==> src/rtl/pw_trigger_pkg.sv <==
// Shared types and defaults for the cw_trig pulse-train sequencer.
// The state enum and default field widths live here so the top level and
// any future siblings agree on the encoding and sizing.
package pw_trigger_pkg;

  // Default field widths for the sequencer parameters.
  localparam int DEFAULT_DELAY_WIDTH = 20;
  localparam int DEFAULT_WIDTH_WIDTH = 8;
  localparam int DEFAULT_COUNT_WIDTH = 4;

  // Sequencer states. IDLE waits for an arm request, ARMED waits for a
  // match, DELAY counts out the post-match delay, PULSE drives the trigger
  // high and GAP holds it low between pulses.
  typedef enum logic [2:0] {
    IDLE  = 3'd0,
    ARMED = 3'd1,
    DELAY = 3'd2,
    PULSE = 3'd3,
    GAP   = 3'd4
  } trig_state_e;

  // Larger of two widths, used to size the shared down-counter so it can
  // hold either a full delay value or a full width/gap value.
  function automatic int maxWidth(input int a, input int b);
    return (a > b) ? a : b;
  endfunction

endpackage

==> src/rtl/pw_load_counter.sv <==
// Loadable down-counter with a zero flag.
// One instance is time-shared by the sequencer for the post-match delay,
// the pulse width and the inter-pulse gap, since only one of those phases
// is ever active at a time. The count saturates at zero rather than
// wrapping, so a stray decrement can never produce a huge delay.
module pw_load_counter #(
  parameter int pCNT_WIDTH = 20
) (
  input  logic                  clk_i,
  input  logic                  rst_ni,
  input  logic                  load_i,
  input  logic [pCNT_WIDTH-1:0] load_val_i,
  input  logic                  dec_i,
  output logic                  zero_o
);

  logic [pCNT_WIDTH-1:0] cnt_q;
  logic [pCNT_WIDTH-1:0] cnt_d;

  // Load takes priority over decrement; decrement stops at zero.
  always_comb begin
    cnt_d = cnt_q;
    if (load_i) begin
      cnt_d = load_val_i;
    end else if (dec_i && (cnt_q != '0)) begin
      cnt_d = cnt_q - pCNT_WIDTH'(1);
    end
  end

  // Count register, cleared by the asynchronous reset.
  always_ff @(posedge clk_i or negedge rst_ni) begin
    if (!rst_ni) begin
      cnt_q <= '0;
    end else begin
      cnt_q <= cnt_d;
    end
  end

  assign zero_o = (cnt_q == '0);

endmodule

==> src/rtl/pw_trigger_seq.sv <==
// Trigger sequencer for the cw_trig pin, in the trigger_clk domain.
// After an arm request the block waits for a match, counts out a delay,
// then emits a train of N+1 pulses, each W+1 cycles high separated by
// G+1 cycles low. The configuration is captured at arm time so the
// register interface may change freely while a train is running. Every
// output is registered from the next-state value so the pin sees clean
// edges aligned to the state changes.
module pw_trigger_seq
  import pw_trigger_pkg::*;
#(
  parameter int pDELAY_WIDTH = DEFAULT_DELAY_WIDTH,
  parameter int pWIDTH_WIDTH = DEFAULT_WIDTH_WIDTH,
  parameter int pCOUNT_WIDTH = DEFAULT_COUNT_WIDTH
) (
  input  logic                    trigger_clk,
  input  logic                    reset_n,
  input  logic                    I_arm,
  input  logic                    I_abort,
  input  logic                    I_rearm,
  input  logic                    I_match,
  input  logic [pDELAY_WIDTH-1:0] I_delay,
  input  logic [pWIDTH_WIDTH-1:0] I_width,
  input  logic [pWIDTH_WIDTH-1:0] I_gap,
  input  logic [pCOUNT_WIDTH-1:0] I_num_pulses,
  output logic                    O_trigger,
  output logic                    O_armed,
  output logic                    O_busy,
  output logic                    O_done,
  output logic                    O_missed
);

  // The shared counter must hold the longest of delay, width and gap.
  localparam int CNT_WIDTH = maxWidth(pDELAY_WIDTH, pWIDTH_WIDTH);

  trig_state_e state_q, state_d;

  // Configuration captured at arm time.
  logic [pDELAY_WIDTH-1:0] delay_q, delay_d;
  logic [pWIDTH_WIDTH-1:0] width_q, width_d;
  logic [pWIDTH_WIDTH-1:0] gap_q, gap_d;
  logic [pCOUNT_WIDTH-1:0] num_q, num_d;
  logic                    rearm_q, rearm_d;

  // Index of the pulse currently being emitted (0-based).
  logic [pCOUNT_WIDTH-1:0] pulseCnt_q, pulseCnt_d;

  // Registered outputs.
  logic trigger_q, trigger_d;
  logic armed_q, armed_d;
  logic busy_q, busy_d;
  logic done_q, done_d;
  logic missed_q, missed_d;

  // Shared counter control.
  logic                 cntLoad;
  logic [CNT_WIDTH-1:0] cntLoadVal;
  logic                 cntDec;
  logic                 cntZero;

  // Pre-extended load values. The delay phase is loaded with D-1 because
  // the ARMED cycle that sees the match already accounts for one cycle of
  // the overall t+1+D latency; D=0 skips the delay phase entirely, so the
  // subtraction is only ever used with D>=1 and the full-scale D is exact.
  logic [pDELAY_WIDTH-1:0] delayMinusOne;
  logic [CNT_WIDTH-1:0]    delayLoad;
  logic [CNT_WIDTH-1:0]    widthLoad;
  logic [CNT_WIDTH-1:0]    gapLoad;

  assign delayMinusOne = delay_q - pDELAY_WIDTH'(1);
  assign delayLoad     = CNT_WIDTH'(delayMinusOne);
  assign widthLoad     = CNT_WIDTH'(width_q);
  assign gapLoad       = CNT_WIDTH'(gap_q);

  pw_load_counter #(
    .pCNT_WIDTH(CNT_WIDTH)
  ) u_phase_counter (
    .clk_i      (trigger_clk),
    .rst_ni     (reset_n),
    .load_i     (cntLoad),
    .load_val_i (cntLoadVal),
    .dec_i      (cntDec),
    .zero_o     (cntZero)
  );

  // Next-state, counter control and output decode; abort overrides all.
  always_comb begin
    state_d    = state_q;
    delay_d    = delay_q;
    width_d    = width_q;
    gap_d      = gap_q;
    num_d      = num_q;
    rearm_d    = rearm_q;
    pulseCnt_d = pulseCnt_q;
    cntLoad    = 1'b0;
    cntLoadVal = '0;
    cntDec     = 1'b0;
    done_d     = 1'b0;
    missed_d   = 1'b0;

    case (state_q)
      IDLE: begin
        if (I_arm) begin
          delay_d = I_delay;
          width_d = I_width;
          gap_d   = I_gap;
          num_d   = I_num_pulses;
          rearm_d = I_rearm;
          state_d = ARMED;
        end
      end

      ARMED: begin
        if (I_match) begin
          pulseCnt_d = '0;
          cntLoad    = 1'b1;
          if (delay_q == '0) begin
            state_d    = PULSE;
            cntLoadVal = widthLoad;
          end else begin
            state_d    = DELAY;
            cntLoadVal = delayLoad;
          end
        end
      end

      DELAY: begin
        missed_d = I_match;
        if (cntZero) begin
          state_d    = PULSE;
          cntLoad    = 1'b1;
          cntLoadVal = widthLoad;
        end else begin
          cntDec = 1'b1;
        end
      end

      PULSE: begin
        missed_d = I_match;
        if (cntZero) begin
          if (pulseCnt_q == num_q) begin
            done_d  = 1'b1;
            state_d = rearm_q ? ARMED : IDLE;
          end else begin
            state_d    = GAP;
            cntLoad    = 1'b1;
            cntLoadVal = gapLoad;
            pulseCnt_d = pulseCnt_q + pCOUNT_WIDTH'(1);
          end
        end else begin
          cntDec = 1'b1;
        end
      end

      GAP: begin
        missed_d = I_match;
        if (cntZero) begin
          state_d    = PULSE;
          cntLoad    = 1'b1;
          cntLoadVal = widthLoad;
        end else begin
          cntDec = 1'b1;
        end
      end

      default: begin
        state_d = IDLE;
      end
    endcase

    // Abort wins over arm and match: drop back to IDLE with counters
    // cleared, keep the previous configuration, and report nothing.
    if (I_abort) begin
      state_d    = IDLE;
      delay_d    = delay_q;
      width_d    = width_q;
      gap_d      = gap_q;
      num_d      = num_q;
      rearm_d    = rearm_q;
      pulseCnt_d = '0;
      cntLoad    = 1'b1;
      cntLoadVal = '0;
      cntDec     = 1'b0;
      done_d     = 1'b0;
      missed_d   = 1'b0;
    end

    trigger_d = (state_d == PULSE);
    armed_d   = (state_d == ARMED);
    busy_d    = (state_d == DELAY) || (state_d == PULSE) || (state_d == GAP);
  end

  // State, configuration and output registers with asynchronous clear, so
  // a reset mid-train drops the trigger pin immediately.
  always_ff @(posedge trigger_clk or negedge reset_n) begin
    if (!reset_n) begin
      state_q    <= IDLE;
      delay_q    <= '0;
      width_q    <= '0;
      gap_q      <= '0;
      num_q      <= '0;
      rearm_q    <= 1'b0;
      pulseCnt_q <= '0;
      trigger_q  <= 1'b0;
      armed_q    <= 1'b0;
      busy_q     <= 1'b0;
      done_q     <= 1'b0;
      missed_q   <= 1'b0;
    end else begin
      state_q    <= state_d;
      delay_q    <= delay_d;
      width_q    <= width_d;
      gap_q      <= gap_d;
      num_q      <= num_d;
      rearm_q    <= rearm_d;
      pulseCnt_q <= pulseCnt_d;
      trigger_q  <= trigger_d;
      armed_q    <= armed_d;
      busy_q     <= busy_d;
      done_q     <= done_d;
      missed_q   <= missed_d;
    end
  end

  assign O_trigger = trigger_q;
  assign O_armed   = armed_q;
  assign O_busy    = busy_q;
  assign O_done    = done_q;
  assign O_missed  = missed_q;

endmodule

==> config.mk <==
export PLATFORM = sky130hd
export DESIGN_NAME = pw_trigger_seq
export DESIGN_NICKNAME = d
export VERILOG_FILES = /design/src/rtl/pw_trigger_pkg.sv /design/src/rtl/pw_load_counter.sv /design/src/rtl/pw_trigger_seq.sv
export SDC_FILE = /design/constraint.sdc
export NUM_CORES = 1
export LEC_CHECK = 0
export BUFFER_PORTS_ARGS = -buffer_cell sky130_fd_sc_hd__buf_2
export CAP_MARGIN = 20
export CORE_MARGIN = 2
export CORE_UTILIZATION = 30
export CTS_CLUSTER_DIAMETER = 50
export DETAILED_ROUTE_END_ITERATION = 8
export GPL_ROUTABILITY_DRIVEN = 0
export GPL_TIMING_DRIVEN = 0
export PLACE_DENSITY = 0.52
export SKIP_CTS_REPAIR_TIMING = 1
export SKIP_LAST_GASP = 1
export SYNTH_ARGS = -nofsm -noshare
export SYNTH_HDL_FRONTEND = slang
export SYNTH_SLANG_ARGS = --single-unit
==> constraint.sdc <==
create_clock -name trigger_clk -period 2.6 [get_ports trigger_clk]
set_input_delay 0.13 -clock trigger_clk [delete_from_list [all_inputs] [get_ports trigger_clk]]
set_output_delay 0.13 -clock trigger_clk [all_outputs]
set_load 0.02 [all_outputs]
==> results of run 1 <==
-- flip-flops by register name, summed over array words and instances (netlist names) --
register	cells
O_armed	1
pulseCnt_q	4
O_missed	1
O_busy	1
rearm_q	1
width_q	8
delay_q	20
O_trigger	1
gap_q	8
u_phase_counter.cnt_q	20
state_q	3
O_done	1
num_q	4
-- layout make-up --
class	instances	area [um2]
Tap cell	180	225
Timing Repair Buffer	54	310
Inverter	9	33.8
Fill cell	1452	8820
Buffer	14	114
Clock inverter	5	63.8
Clock buffer	11	243
Multi-Input combinational cell	314	2350
Sequential cell	73	1830
-- per-stage QoR --
stage	hold slack [ps]	total power, mW	utilization, %	cell area [um2]	worst slack (ps)
floorplan	-166	3.30	-	4320	597
global placement	347	3.80	34.3	4790	202
detailed placement	65.4	3.84	34.5	4820	160
CTS	-302	5.14	36.7	5130	154
global route	0.989	5.48	36.9	5160	39.6
finish	-2.02	5.11	36.9	5160	167
-- cell families after synthesis --
| logic type | Yosys count | share of synthesized area (%) |
|---|---|---|
| and+or+nand+nor | 146 | 21.0 |
| buffers and inverters | 23 | 3.42 |
| xor gates and xnor gates | 21 | 4.26 |
| muxes | 39 | 10.2 |
| AOI/OAI and AO/OA | 103 | 17.4 |
| DFF | 73 | 42.3 |
| adders and majority gates | 5 | 1.45 |
-- final timing paths --
kind / start / endpoint / cells after the start
max in group asynchronous: reset_n / delay_q[19] / 3
min: I_delay[0] / delay_q[0] / 3
max reg2reg: u_phase_counter.cnt_q[14] / u_phase_counter.cnt_q[5] / 7
min in group asynchronous: reset_n / O_done / 2
min reg2reg: gap_q[0] / gap_q[0] / 1
max: u_phase_counter.cnt_q[14] / u_phase_counter.cnt_q[5] / 7
-- worst min-delay path: cells and delay by family --
| family | cells | cell delay, ps |
|---|---|---|
| buf+inv | 1 | 70 |
| compound gates | 1 | 60 |
| simple gates | 1 | 40 |
-- layout by cell type, fill, tap and decap left out, types with 5 or more instances in the layout --
cell | netlist | layout
a21oi_1 | 28 | 27
a22oi_1 | 8 | 8
a31oi_1 | 7 | 7
and3_1 | 5 | 5
buf_2 | 6 | 55
clkbuf_16 | 0 | 9
dfrtp_1 | 73 | 73
ha_1 | 5 | 5
inv_1 | 9 | 9
mux2_2 | 36 | 36
nand2_1 | 27 | 27
nand2b_1 | 5 | 5
nand3_1 | 7 | 7
nand4_1 | 10 | 10
nor2_1 | 33 | 33
nor3_1 | 14 | 14
nor4_1 | 6 | 6
o21ai_0 | 12 | 12
o22a_1 | 7 | 7
xnor2_1 | 5 | 5
xor2_1 | 16 | 16
-- report_power, final --
part / switching [mW] / internal, mW
clock: 0.492 / 0.776
combinational: 1.14 / 0.862
sequential: 0.380 / 1.45
-- layer usage --
metal	up-vias	wire length, um	track usage, %
met2	75	5020	23.4
met5	-	0	0
met1	1672	5200	21.5
met3	8	528	4.58
li1	1671	-	-
met4	0	98	4.07
==> results.sh, run 1 <==
export IMPL_cts_root_buffer_cell="clkbuf_16"
export IMPL_cts_tree="built"
export IMPL_hpwl_um=8120
export IMPL_grt_pass1_vias=3371
export IMPL_start_util_pct=30.9
export IMPL_clockBufferDepth=2
export IMPL_drt_iter0_markers=163
export IMPL_startpoint_type="register"
export IMPL_synth_cell_types=77
export IMPL_via_per_inst=5.19
export IMPL_peakVddDrop_mv=0.414
export IMPL_rsz0062_at_grt="false"
export IMPL_path_cells="nor4_1 -> nand3_1 -> nor4_4 -> buf_6 -> a22oi_1 -> a21oi_1 -> o22a_1"
export IMPL_yosysWarningCount=0
export IMPL_synth_avg_cell_area_um2=10.5
export IMPL_track_usage_pct=15.4
export IMPL_num_rows=43
export IMPL_netlist_area_um2=4320
export IMPL_power_leakage_nw=2.15
export IMPL_synthArstFlopShare_pct=100
export IMPL_final_cells=660
export IMPL_grt_max_degree=51
export IMPL_num_antenna_cells=0
export IMPL_synth_most_common_cell="dfrtp_1"
export IMPL_criticalPathCategory="register to register"
export IMPL_core_area_um2=14000
export IMPL_period_share_pct=93.6
export IMPL_skew_ps=7.95
export IMPL_areaGrowthSynthToFinish_pct=19.6
export IMPL_ios=51
export IMPL_synth_edf_count=0
export IMPL_synth_ff_type="dfrtp_1"
export IMPL_portBuffers=50
export IMPL_syn_nets=461
export IMPL_ys_ff_latch=73
export IMPL_clkLatencyLatePin_ps=340
export IMPL_wl_per_cell_um=16.4
export IMPL_critPathMaxFanout=10
export IMPL_fin_nets=526
export IMPL_endpoint_kind="register"
export IMPL_cp_slowest_stage_delay_ps=500
export IMPL_drtPass1Iterations=4
export IMPL_fin_crit_ps=2430
export IMPL_synth_top_area_cell="dfrtp_1"
export IMPL_yosys_top_cells_area="dfrtp_1 (42%), mux2_2 (9.4%), a21oi_1 (3.2%)"
export IMPL_die_area_um2=15400
export IMPL_cp_required_ps=2880
export IMPL_violations="hold timing"
export IMPL_htree_levels=3
export IMPL_finalMaxSlewViolations=0
export IMPL_fmax_ghz=0.411
export IMPL_worst_pin_slew_ps=651
export IMPL_cts_sinks=73
export IMPL_r2r_slack_ps=170
export IMPL_arrival_ps=2710
export IMPL_hold_viol_final=1
export IMPL_min_path_type="input pin to register"
export IMPL_drive_above_1_share_pct=30.8
export IMPL_whs_ps=-2.02
export IMPL_crit_family="simple AND/OR/NAND/NOR gates"
export IMPL_vias=3426
export IMPL_cts_buffers=9
export IMPL_status="finished, violations left"
export IMPL_ys_top_cells_by_count="dfrtp_1 (73), mux2_2 (36), nor2_1 (33)"
export IMPL_fin_tns_setup_ps=0
export IMPL_die_w_um=124
export IMPL_slew_headroom_pct=56.4
export IMPL_drcViolationCount=0
export IMPL_grt_pass1_wl_um=17900
export IMPL_ant_nets=0
export IMPL_gr_total_overflow=0
export IMPL_clk_pin_slew_ps=60
export IMPL_drt_wl_total_um=10800
export IMPL_grt_antenna_before_repair=0
export IMPL_postSynthCellCount=410
export IMPL_dp_cells=641
export IMPL_finalSetupViolations=0
export IMPL_maxCapViolCount=0
export IMPL_cp_buffers_inverters=1
export IMPL_cpMaxStageDelayCell="nor4_1"
export IMPL_p_per_area_nw_per_um2=989
export IMPL_yosysTopAreaCellShare_pct=42.3
export IMPL_die_y_um=124
export IMPL_yosysSeqAreaShare_pct=42.3
No activity file was read; power rests on OpenSTA's default activity.
==> run 2, diff against run 1 <==
ABC_AREA = 1   (was not set)
==> run 2 against run 1 <==
Effect of this change:
- the flow now finishes without violations
- combinational power down 43%
- worst setup slack improved by 140 ps
- routed wire length is 8.6% higher
- utilization shrank 0.38 points
- cell count is 32% higher
- total power decreased by 20%
- area after synthesis rose by 4.0%
- maximum frequency rose by 6.0%
- critical path depth rose by 6
- hold slack improved by 16 ps
- critical endpoint is now u_phase_counter.cnt_q[4]
- sequential cell count unchanged
- die area is 3.8% higher
==> results.sh, run 2 <==
export IMPL_status="completed"
export IMPL_path_cells="inv_1 -> ha_1 -> nand2_1 -> nor2_1 -> nand3_2 -> buf_6 -> nor2_1 -> nand2_1 -> nand3_1 -> nand2_1 -> nand2_1 -> nand2_1 -> inv_1"
export IMPL_synth_most_common_cell="nand2_1"
export IMPL_rsz0062_at_grt="false"
export IMPL_num_rows=44
export IMPL_yosysSeqAreaShare_pct=40.7
export IMPL_power_mw=4.09
export IMPL_fill_cells=1560
export IMPL_p_clk_share_pct=33.1
export IMPL_synthArstFlopShare_pct=100
export IMPL_synth_ff_type="dfrtp_1"
export IMPL_synth_edf_count=0
export IMPL_clockBufferDepth=2
export IMPL_core_area_um2=14600
export IMPL_skew_ps=5.58
export IMPL_fmax_ghz=0.436
export IMPL_r2r_cells=13
export IMPL_wl_per_cell_um=13.5
export IMPL_hpwl_um=9130
export IMPL_slew_headroom_pct=57.3
export IMPL_postLayoutCoreUtil_pct=36.5
export IMPL_critPathLaunch="u_phase_counter.cnt_q[0]"
export IMPL_ys_ff_latch=73
export IMPL_via_per_inst=4.70
export IMPL_drtPass1Iterations=4
export IMPL_endpoint_kind="register"
export IMPL_clk_pin_slew_ps=60
export IMPL_grt_max_degree=49
export IMPL_hold_viol_final=0
export IMPL_startpoint_type="register"
export IMPL_reg_largest_list="delay_q x20, u_phase_counter.cnt_q x20"
export IMPL_critPathMaxFanout=10
export IMPL_synth_top_area_cell="dfrtp_1"
export IMPL_die_w_um=126
export IMPL_ff_latch_area_um2=1830
export IMPL_period_share_pct=88.2
export IMPL_switching_power_mw=1.43
export IMPL_portBuffers=50
export IMPL_postSynthCellCount=618
export IMPL_drive_above_1_share_pct=17.3
export IMPL_drt_iter0_markers=207
export IMPL_whs_ps=13.5
export IMPL_fin_nets=732
export IMPL_cts_tree="built"
export IMPL_num_antenna_cells=0
export IMPL_finalMaxSlewViolations=0
export IMPL_htree_levels=3
export IMPL_areaGrowthSynthToFinish_pct=18.7
export IMPL_start_util_pct=30.8
export IMPL_gr_total_overflow=0
export IMPL_combPwrFrac_pct=28.2
export IMPL_cts_root_buffer_cell="clkbuf_16"
export IMPL_min_path_type="input pin to register"
export IMPL_yosysTopAreaCellShare_pct=40.7
export IMPL_min_delay_start="I_delay[14]"
export IMPL_ios=51
export IMPL_maxCapViolCount=0
export IMPL_final_cells=870
export IMPL_dp_cells=853
export IMPL_cp_slowest_stage_delay_ps=490
export IMPL_r2r_end="u_phase_counter.cnt_q[4]"
export IMPL_die_y_um=126
export IMPL_criticalPathCategory="register to register"
export IMPL_mostFrequentLayoutCells="nand2_1 (200), nor2_1 (79), dfrtp_1 (73)"
export IMPL_synth_avg_cell_area_um2=7.27
export IMPL_finalSetupViolations=0
export IMPL_netlist_area_um2=4490
export IMPL_crit_path_frequent_cell="nand2_1"
export IMPL_drt_wl_total_um=11800
export IMPL_internal_power_mw=2.66
export IMPL_grt_pass1_wl_um=19800
export IMPL_cp_required_ps=2890
export IMPL_r2r_slack_ps=310
export IMPL_regToRegStartpoint="u_phase_counter.cnt_q[0]"
export IMPL_arrival_ps=2580
export IMPL_fin_tns_setup_ps=0
export IMPL_layout_commonest_cell="nand2_1"
export IMPL_seqPwrFrac_pct=38.7
export IMPL_switching_share_pct=34.9
export IMPL_ys_top_cells_by_count="nand2_1 (200), nor2_1 (79), dfrtp_1 (73)"
export IMPL_grt_pass1_vias=4096
export IMPL_worst_pin_slew_ps=638
export IMPL_ant_nets=0
export IMPL_multi_input_area_um2=2340
export IMPL_syn_nets=669
export IMPL_drcViolationCount=0
export IMPL_p_per_area_nw_per_um2=767
export IMPL_yosys_top_cells_area="dfrtp_1 (41%), nand2_1 (17%), nand3_1 (6.9%)"
export IMPL_track_usage_pct=15.4
export IMPL_cts_buffers=9
export IMPL_die_area_um2=16000
export IMPL_power_leakage_nw=2.73
export IMPL_vias=4093
export IMPL_cpMaxStageDelayCell="nor2_1"
export IMPL_grt_antenna_before_repair=0
export IMPL_fin_crit_ps=2290
export IMPL_clkLatencyLatePin_ps=340
export IMPL_synth_cell_types=32
export IMPL_endpoint="u_phase_counter.cnt_q[4]"
export IMPL_cts_sinks=73
export IMPL_peakVddDrop_mv=0.388
export IMPL_yosysWarningCount=0
==> run 2: how the worst min path moves through the flow <==
stage,endpoint,cells past startpoint
after detailed placement,width_q[2],1
after global placement,delay_q[8],2
final,delay_q[14],2
after global routing,gap_q[3],2
after CTS,width_q[2],1
after floorplan,O_armed,0
==> run 2: cells by family (layout without fill, tap and decap cells) <==
family          after synthesis  count (layout)  synth area share, %
compound gates               39              39                 4.65
flops                        73              73                 40.7
mux                          20              20                 5.02
fa+ha+maj                     5               5                 1.39
simple gates                383             383                 36.7
buf+inv                      76             144                 7.24
xor+xnor                     22              22                 4.29
==> run 2: critical path, delay by kind of cell (launching register included) <==
kind	cells	cell delay, ps
simple gates	9	1310
flops	1	390
buf+inv	3	360
fa+ha+maj	1	180
==> run 2: power groups by stage <==
| stage | clock (mW) | sequential (mW) | combinational, mW |
|---|---|---|---|
| floorplan | 0 | 1.54 | 0.878 |
| global placement | 0 | 1.60 | 1.13 |
| detailed placement | 0 | 1.60 | 1.15 |
| CTS | 1.38 | 1.58 | 1.16 |
| global route | 1.42 | 1.62 | 1.32 |
| finish | 1.35 | 1.58 | 1.15 |
==> run 2: layout make-up <==
type                            instances  area share (%)
Buffer                                 15            1.76
Clock buffer                            9            4.22
Tap cell                              184            4.32
Inverter                               61            4.34
Sequential cell                        73            34.3
Multi-Input combinational cell        469            43.9
Timing Repair Buffer                   52            5.44
Clock inverter                          7            1.78
==> run 2: through the flow <==
step	setup slack [ps]	area [um2]
2_1_floorplan	769	4490
3_3_place_gp	340	4970
3_5_place_dp	330	5000
4_1_cts	302	5320
5_1_grt	88.5	5330
6_report	306	5330
==> run 2: routing by layer <==
layer	track usage [%]	part of all wire, %
met1	20.8	48
met2	25.0	47
met3	2.74	3.2
met4	5.37	1.7
met5	0	0
